==> src/rtl/rr_mux_arbiter.sv <==
// rr_mux_arbiter: round-robin arbiter and sequencer for a 4:1 Width-bit mux.
// Grants one of four requesters (a..d) at a time, steers the mux through a
// registered counter_sel, and presents the result as a valid/ready stream
// with per-requester acknowledges. Bursts are capped at MAX_BURST beats.
// Optional build macro ARB_FIXED_PRIO_EN: fixed priority a>b>c>d instead of
// round-robin; the burst limit still applies.
module rr_mux_arbiter #(
  parameter int Width     = 8,
  parameter int MAX_BURST = 4
) (
  input  logic             clk,
  input  logic             rst,
  input  logic [3:0]       req,
  input  logic [3:0]       last,
  input  logic [Width-1:0] a,
  input  logic [Width-1:0] b,
  input  logic [Width-1:0] c,
  input  logic [Width-1:0] d,
  input  logic             out_ready,
  output logic             out_valid,
  output logic [Width-1:0] out_data,
  output logic             out_last,
  output logic [3:0]       gnt,
  output logic [3:0]       ack,
  output logic [1:0]       counter_sel
);

  localparam int CW = (MAX_BURST > 2) ? $clog2(MAX_BURST) : 1;
  localparam logic [CW-1:0] CNT_MAX = CW'(MAX_BURST - 1);

  typedef enum logic {IDLE, BUSY} state_t;

  state_t       state, state_n;
  logic [3:0]   gnt_n;
  logic [1:0]   sel_n;
  logic         valid_n;
  logic [CW-1:0] beat_cnt, cnt_n;
  logic [1:0]   last_grant, ptr_n;
  logic [1:0]   base_idle, base_rel;
  logic         beat_done;

  // First set bit of r searching base+1, base+2, base+3, base+4 (mod 4).
  // Iterating from the farthest slot down lets the nearest slot win.
  function automatic logic [1:0] pick(input logic [3:0] r, input logic [1:0] base);
    logic [1:0] w;
    logic [1:0] idx;
    w = '0;
    for (int k = 4; k >= 1; k--) begin
      idx = base + 2'(k);
      if (r[idx]) w = idx;
    end
    return w;
  endfunction

`ifdef ARB_FIXED_PRIO_EN
  // Searching from slot 3 always starts at requester a: fixed a>b>c>d.
  assign base_idle = 2'd3;
  assign base_rel  = 2'd3;
`else
  // Round-robin: idle search starts after the last release; on release the
  // pointer becomes the releasing requester, giving it lowest priority.
  assign base_idle = last_grant;
  assign base_rel  = counter_sel;
`endif

  assign beat_done = out_valid & out_ready;
  assign out_last  = out_valid & (last[counter_sel] | (beat_cnt == CNT_MAX));
  // A reset edge aborts the burst, so the beat in flight is not acknowledged.
  assign ack       = gnt & {4{out_ready & ~rst}};

  // Output mux steered by the registered select.
  always_comb begin
    unique case (counter_sel)
      2'd0:    out_data = a;
      2'd1:    out_data = b;
      2'd2:    out_data = c;
      default: out_data = d;
    endcase
  end

  // Next-state logic: grant from IDLE, count beats, release and re-arbitrate.
  always_comb begin
    // NOTE: every output of this block gets a default first so no path leaves
    // a variable unassigned, which would otherwise infer a latch.
    state_n = state;
    gnt_n   = gnt;
    sel_n   = counter_sel;
    valid_n = out_valid;
    cnt_n   = beat_cnt;
    ptr_n   = last_grant;
    unique case (state)
      IDLE: begin
        if (|req) begin
          sel_n   = pick(req, base_idle);
          gnt_n   = 4'b0001 << pick(req, base_idle);
          valid_n = 1'b1;
          state_n = BUSY;
        end
      end
      BUSY: begin
        if (beat_done) begin
          if (out_last) begin
            ptr_n = counter_sel;
            cnt_n = '0;
            if (|req) begin
              sel_n = pick(req, base_rel);
              gnt_n = 4'b0001 << pick(req, base_rel);
            end else begin
              gnt_n   = 4'b0000;
              valid_n = 1'b0;
              state_n = IDLE;
            end
          end else begin
            cnt_n = beat_cnt + 1'b1;
          end
        end
      end
      default: state_n = IDLE;
    endcase
  end

  // State register with synchronous reset; pointer resets so a wins first.
  always_ff @(posedge clk) begin
    // NOTE: sequential state uses non-blocking assignments so every register
    // samples the pre-edge values, independent of statement order.
    if (rst) begin
      state       <= IDLE;
      gnt         <= 4'b0000;
      counter_sel <= 2'd0;
      out_valid   <= 1'b0;
      beat_cnt    <= '0;
      last_grant  <= 2'd3;
    end else begin
      state       <= state_n;
      gnt         <= gnt_n;
      counter_sel <= sel_n;
      out_valid   <= valid_n;
      beat_cnt    <= cnt_n;
      last_grant  <= ptr_n;
    end
  end

endmodule

==> config.mk <==
export PLATFORM = sky130hd
export DESIGN_NAME = rr_mux_arbiter
export DESIGN_NICKNAME = d
export VERILOG_FILES = /design/src/rtl/rr_mux_arbiter.sv
export SDC_FILE = /design/constraint.sdc
export NUM_CORES = 1
export LEC_CHECK = 0
export CAP_MARGIN = 5
export CORE_MARGIN = 2
export CORE_UTILIZATION = 60
export DETAILED_ROUTE_END_ITERATION = 8
export DONT_BUFFER_PORTS = 1
export PLACE_DENSITY_LB_ADDON = 0.15
export SKIP_LAST_GASP = 1
export SLEW_MARGIN = 30
export SYNTH_ARGS = -nofsm -noshare
export SYNTH_HDL_FRONTEND = slang
export SYNTH_SLANG_ARGS = --single-unit
==> constraint.sdc <==
create_clock -name clk -period 4.6 [get_ports clk]
set_input_delay 0.92 -clock clk [delete_from_list [all_inputs] [get_ports clk]]
set_output_delay 0.92 -clock clk [all_outputs]
set_load 0.02 [all_outputs]
==> Word-level counts from Yosys, hierarchy flattened <==
Cells that the tools add are included.
{ "classes": {"n_addsub": 7, "n_lt_le_gt_ge": 8, "eq_ne": 8, "shifts": 2, "n_mux": 49, "bitwise": 7, "n_reduce_logical": 7} }
{ "op_table": {"columns": ["op", "count"], "rows": [
  ["$mux W2", 15],
  ["$lt A2 B3 Y1 const B", 8],
  ["$pmux W8 S3", 1],
  ["$bmux W1 S2", 9],
  ["$mux W1", 16],
  ["$mux W4", 4],
  ["$add A2 B2 Y2 const B", 4],
  ["$pmux W4 S2", 1],
  ["$reduce_and A4 Y1", 2],
  ["$shl A1 B2 Y4 const A", 2],
  ["$add A2 B1 Y2 const B", 3],
  ["$ne A2 B2 Y1 const B", 3],
  ["$reduce_and A3 Y1", 2],
  ["$and A4 B4 Y4", 1],
  ["$eq A2 B2 Y1 const B", 2],
  ["$ne A2 B1 Y1 const B", 2],
  ["$pmux W1 S2", 2],
  ["$pmux W2 S2", 1],
  ["$reduce_or A4 Y1", 1],
  ["$and A1 B1 Y1", 3],
  ["$eq A2 B1 Y1 const B", 1],
  ["$logic_not A2 Y1", 1],
  ["$not A1 Y1", 2],
  ["$reduce_and A2 Y1", 1],
  ["$or A1 B1 Y1", 1]
]} }
{ "word_totals": {"reg_bits": 12, "output_inout_bits": 20, "elab_cells": 94} }

==> Longest topological paths before layout <==
Gate-level depths: netlist (run 1).
{ "logic_depth": {"depth_word": 15, "depth_mapped": 9, "mapped_depth_nobuf": 7} }

==> Worst setup path after synthesis (run 1) <==
OpenSTA, ideal clock, no wires.
{ "synth_timing": {"path_type": "reg2out", "start": "register counter_sel[0]", "end": "output out_data[0]", "arrival_ps": 1629, "required_ps": 3680, "path_slack_ps": 2051, "path_stages_with_launch": 7, "cell_sequence": "dfxtp_1 > buf_6 > inv_1 > ha_1 > clkbuf_1 > a222oi_1 > mux2i_1"} }
{ "synth_via": {"elab_chain_len": 2} }
{ "synth_rtl": {"columns": ["element", "line", "rtl"], "rows": [
  ["from (decl)", "25", "output logic [1:0] counter_sel"],
  ["from (signal assigned)", "136", "counter_sel <= sel_n;"],
  ["$eq A2 B2 Y1, or another cell as far along", "73", "unique case (counter_sel)"],
  ["$pmux W8 S3 *", "73", null],
  ["to (decl)", "21", "output logic [Width-1:0] out_data,"]
]} }
Mark *: on every way between the ends. The rest lies on a longest branch, timed or not.

==> Worst setup path in the final report (run 1) <==
Ends and elaborated chain as after synthesis.

==> impl_metrics.py, run 1 <==
metrics = {
    "clocking": {
        "clock_path_buffers": 2,
        "htree_levels": 1,
        "cts.sinks": 12,
        "clkTransAtPathRegs_ns": 0.08,
        "insertion_delay_ns": 0.29,
        "numCtsBuffers": 3,
        "cts_tree": "done",
        "cts_root_buf": "clkbuf_4",
        "post-cts-setup-buffer-count": 0,
        "cts_resized": 0,
        "postCtsHoldBufs": 0,
    },
    "final_layout": {
        "mostFrequentLayoutCell": "mux2i_1",
        "design_area_mm2": 0.00124,
        "postLayoutCoreUtil_pct": 63.1,
        "final_cells": 171,
        "layout_common_cells": "mux2i_1, inv_1, dfxtp_1, nor2_1, a21oi_1",
        "area_growth_pct": -0.403,
        "n_antenna_cell": 0,
        "drive_gt1_share_pct": 7.64,
        "nNetsFinal": 195,
        "nFillCells": 188,
    },
    "routing": {
        "routedWlPerCell_um": 16.5,
        "ant_nets": 0,
        "top_layer_used": "met4",
        "first_iter_violations": 46,
        "route.vias.total": 1123,
        "via_per_inst": 6.57,
        "drtPass1Iterations": 4,
        "drcViolationCount": 0,
        "met3WireLength_um": 180,
        "met1_length_um": 1190,
        "wl_um": 2830,
        "dr_wl_met2_um": 1420,
    },
    "synth": {
        "synth_simple_gate_area_share_pct": 22.0,
        "synthXorXnorAreaFrac_pct": 0,
        "yosysSeqAreaShare_pct": 19.3,
        "synth_top_cell_by_area": "dfxtp_1",
        "synthTopCellsByArea": "dfxtp_1, mux2i_1, ha_1",
        "synthCells": 153,
        "synthesis.nets": 203,
        "synth_cell_types": 42,
        "synth_compound_area_share_pct": 26.7,
        "syn-mean-instance-area_um2": 8.12,
        "ys_ff_latch": 12,
        "synth_adder_area_share_pct": 7.05,
        "yosys_warnings": 0,
        "synth_top_family_by_area": "compound AO/OA/AOI/OAI gates",
        "synthMuxAreaShare_pct": 14.7,
        "syn_area_mm2": 0.00124,
        "synth_top_area_share_pct": 19.3,
    },
    "placement": {
        "port_buffers": 0,
        "place_area_mm2": 0.00120,
        "place.gp.congestion": 0.750,
        "hpwl_um": 2140,
        "place_ws_ns": 1.67,
        "dp_cells": 167,
    },
    "floorplanning": {
        "die_h_um": 49.5,
        "die-area_mm2": 0.00245,
        "die_w_um": 49.5,
        "core_area_mm2": 0.00196,
        "rows": 16,
        "initial_core_util_pct": 63.3,
        "io_pins": 63,
    },
    "timing": {
        "min_period_ns": 3.22,
        "finalHoldViolCount": 0,
        "max_freq_mhz": 311,
        "max_slew_margin_pct": 39.0,
        "fin_skew_ns": 0.00485,
        "setup_ws_ns": 1.38,
        "post-route-period-util_pct": 69.9,
        "fin_tns_setup_ns": 0,
        "finalMaxSlewViolations": 0,
        "worst_pin_slew_ns": 0.907,
        "setup_viol": 0,
        "whs_ns": 0.460,
        "rsz0062_at_grt": "false",
    },
    "worst_setup_path": {
        "path_class": "flop to primary output",
        "cp_slowest_cell": "dfxtp_1",
        "slowest_delay_ns": 0.75,
        "setup.worst_path.end_class": "primary output",
        "cp.arrival_ns": 2.30,
        "cp.required_ns": 3.68,
        "crit_chain": "inv_1 > ha_1 > a222oi_1 > mux2i_1",
        "path_max_fanout": 13,
        "worstSetupStartpointType": "flop",
    },
    "power_and_ir_drop": {
        "p_per_area_mw_per_mm2": 285,
        "irDropWorstVdd_mv": 0.209,
        "p_sw_share_pct": 39.6,
        "power_mw": 0.353,
        "p_sw_mw": 0.140,
        "sequentialPowerShare_pct": 37.6,
        "combPwrFrac_pct": 37.1,
        "intPower_mw": 0.213,
        "p_leak_nw": 0.495,
        "power_frac_clock_pct": 25.3,
    },
    "global_route": {
        "grt_pass1_wl_um": 4580,
        "grt_overflow_total": 0,
        "grt_max_degree": 19,
        "track_usage_pct": 22.9,
        "antenna_found_initial": 0,
        "grt_pass1_vias": 1044,
    },
    "hold_path": {
        "hold_class": "flop to flop",
    },
    "job": {
        "cap_violations": 0,
    },
    "outcome": {
        "status": "finished, final reports clean",
    },
}
kinds of logic (layout without fill, tap and decap cells):
logic type | count (synthesis) | count (layout)
AND/OR/NAND/NOR | 48 | 48
AO/OA/AOI/OAI | 42 | 42
buffers and inverters | 27 | 18
multiplexers | 17 | 17
flip-flops | 12 | 12
adder cells (fa/ha/maj) | 7 | 7
per-layer routing:
layer,up-vias,global-route usage [%]
li1,549,-
met1,528,27.7
met2,41,40.5
met3,5,5.76
met4,0,5.56
met5,-,0
Yosys cell counts:
master / n
a211o_1: 2
a211o_2: 1
a211oi_1: 5
a21boi_1: 1
a21oi_1: 10
a21oi_2: 1
a221o_1: 1
a222oi_1: 8
a22o_1: 1
a311o_1: 1
a311oi_1: 1
a311oi_2: 1
a32oi_1: 1
and2_1: 1
and2_2: 1
and3b_1: 4
buf_2: 2
buf_4: 4
buf_6: 1
clkbuf_1: 5
clkbuf_2: 1
dfxtp_1: 12
ha_1: 7
inv_1: 14
mux2i_1: 16
mux4_2: 1
nand2_1: 7
nand2b_1: 6
nand3_1: 2
nand3b_1: 1
nor2_1: 10
nor2b_1: 7
nor3_1: 2
nor3_2: 1
nor3b_1: 3
nor4_1: 3
o21ai_0: 3
o21ai_1: 1
o221ai_1: 1
o22ai_1: 1
o31ai_1: 1
o32ai_2: 1
path summary, 6_finish.rpt:
check	slack, ns	end	cells after the start	start
max	1.38	out_data[0]	4	counter_sel[0]
min	0.46	beat_cnt[1]	2	beat_cnt[1]
max reg2reg	1.78	gnt[0]	7	counter_sel[0]
min reg2reg	0.46	beat_cnt[1]	2	beat_cnt[1]
sequential cells by signal, summed over array words and instances, names as in the netlist:
register	cells
beat_cnt	2
base_idle	2
out_valid	1
counter_sel	2
gnt	4
state	1
power groups by stage:
stage / combinational, mW / clock, mW / sequential, mW
after floorplan: 0.127 / 0 / 0.129
after global placement: 0.126 / 0 / 0.135
after detailed placement: 0.130 / 0 / 0.135
after CTS: 0.131 / 0.0881 / 0.133
after global routing: 0.142 / 0.0894 / 0.135
final: 0.131 / 0.0892 / 0.133
cell type report:
class	count	area (um^2)	area share, %
Multi-Input combinational cell	114	875	70.7
Sequential cell	12	240	19.4
Inverter	14	52.6	4.25
Clock buffer	4	36.3	2.93
Tap cell	27	33.8	2.73
critical path, delay by kind of cell, from the launching register on:
family | cells | cell delay, ns
flip-flops | 1 | 0.75
adder cells (fa/ha/maj) | 1 | 0.38
AO/OA/AOI/OAI | 1 | 0.37
buffers and inverters | 1 | 0.26
multiplexers | 1 | 0.25
No activity file was read; power rests on OpenSTA's default activity.
==> run 2: changes to the inputs <==
==> constraint.sdc (replaced) <==
create_clock -name clk -period 3.3 [get_ports clk]
set_input_delay 0.66 -clock clk [delete_from_list [all_inputs] [get_ports clk]]
set_output_delay 0.66 -clock clk [all_outputs]
set_load 0.02 [all_outputs]
==> impl_metrics.py, run 2 (synthesis gave the netlist of run 1 again) <==
metrics = {
    "outcome": {
        "status": "finished, final reports clean",
    },
    "timing": {
        "rsz0062_at_grt": "false",
        "setup_ws_ns": 0.650,
        "max_freq_mhz": 377,
        "setup_viol": 0,
        "max_slew_margin_pct": 65.9,
        "fin_skew_ns": 0.00238,
        "worst_pin_slew_ns": 0.498,
        "fin_tns_setup_ns": 0,
        "post-route-period-util_pct": 80.3,
        "min_period_ns": 2.65,
        "finalMaxSlewViolations": 0,
        "finalHoldViolCount": 0,
    },
    "placement": {
        "place_ws_ns": 0.775,
        "place.gp.congestion": 0.781,
        "hpwl_um": 2200,
        "dp_cells": 169,
        "place_area_mm2": 0.00122,
        "port_buffers": 0,
    },
    "floorplanning": {
        "die_h_um": 49.5,
        "die_w_um": 49.5,
        "io_pins": 63,
        "rows": 16,
        "initial_core_util_pct": 63.3,
        "core_area_mm2": 0.00196,
        "die-area_mm2": 0.00245,
    },
    "power_and_ir_drop": {
        "irDropWorstVdd_mv": 0.248,
        "p_leak_nw": 0.499,
        "power_mw": 0.460,
        "p_per_area_mw_per_mm2": 371,
    },
    "clocking": {
        "post-cts-setup-buffer-count": 0,
        "clkTransAtPathRegs_ns": 0.07,
        "insertion_delay_ns": 0.28,
        "numCtsBuffers": 3,
        "cts.sinks": 12,
        "postCtsHoldBufs": 0,
        "htree_levels": 1,
        "cts_resized": 0,
        "cts_root_buf": "clkbuf_4",
        "clock_path_buffers": 2,
        "cts_tree": "done",
    },
    "routing": {
        "drtPass1Iterations": 5,
        "drcViolationCount": 0,
        "via_per_inst": 6.60,
        "routedWlPerCell_um": 16.6,
        "first_iter_violations": 33,
        "wl_um": 2860,
        "ant_nets": 0,
        "route.vias.total": 1135,
    },
    "final_layout": {
        "largest_reg_flops": 4,
        "nNetsFinal": 197,
        "regMostFlops": "gnt",
        "mostFrequentLayoutCell": "mux2i_1",
        "design_area_mm2": 0.00124,
        "n_antenna_cell": 0,
        "final_cells": 172,
        "drive_gt1_share_pct": 8.28,
        "layout_common_cells": "mux2i_1, inv_1, dfxtp_1, nor2_1, a21oi_1",
        "area_growth_pct": -0.302,
    },
    "worst_setup_path": {
        "cp_top_family": "flip-flops",
        "cp.arrival_ns": 1.99,
        "crit_chain": "inv_1 > ha_1 > a222oi_1 > mux2i_1",
        "cp_slowest_cell": "dfxtp_1",
        "cp.required_ns": 2.64,
        "worstSetupStartpointType": "flop",
        "path_class": "flop to primary output",
        "slowest_delay_ns": 0.63,
        "setup.worst_path.end_class": "primary output",
        "critPathBufInv": 1,
        "path_max_fanout": 9,
    },
    "global_route": {
        "grt_overflow_total": 0,
        "grt_max_degree": 19,
        "grt_pass1_vias": 1034,
        "track_usage_pct": 23.2,
        "antenna_found_initial": 0,
        "grt_pass1_wl_um": 4540,
    },
    "job": {
        "cap_violations": 0,
    },
    "hold_path": {
        "hold_class": "input pin to flop",
    },
}
## run 2: changes by cell type in the layout (fill, tap and decap cells not counted)
cell and delta:
clkbuf_8 -1, buf_4 +2
## run 2: power breakdown
group | total, mW | internal [mW] | switching (mW) | leakage [nW]
logic | 0.190 | 0.0760 | 0.114 | 0.386
clock network | 0.0915 | 0.0424 | 0.0491 | 0.0138
registers | 0.178 | 0.156 | 0.0227 | 0.0987
total | 0.460 | 0.274 | 0.186 | 0.499
## run 2: area by class of cell
type	instances	area (um^2)
multi-input cells	114	875
well taps	27	33.8
fillers	197	723
repair buffers	2	15.0
flip-flops and latches	12	240
clock buffers	3	22.5
inverters	14	52.6
## run 2: worst paths after layout
kind / from / to / depth (start not counted) / slack (ns)
setup / recovery: counter_sel[1] / out_data[4] / 4 / 0.65
hold / removal: rst / state / 1 / 0.44
setup reg to reg: counter_sel[1] / gnt[0] / 7 / 0.78
hold reg to reg: beat_cnt[1] / beat_cnt[1] / 2 / 0.46
## run 2: per-stage QoR
step           util, %  hold WS, ns
2_1_floorplan        -        0.436
3_3_place_gp      62.0        0.437
3_5_place_dp      62.0        0.456
4_1_cts           63.1        0.447
5_1_grt           63.1        0.434
6_report          63.1        0.441
## run 2: layer usage
metal  vias to the layer above  wire (um)  track usage (%)
li1                        555          -                -
met1                       517       1170             26.7
met2                        56       1400             39.6
met3                         7        243             7.58
met4                         0         49             9.26
met5                         -          0                0
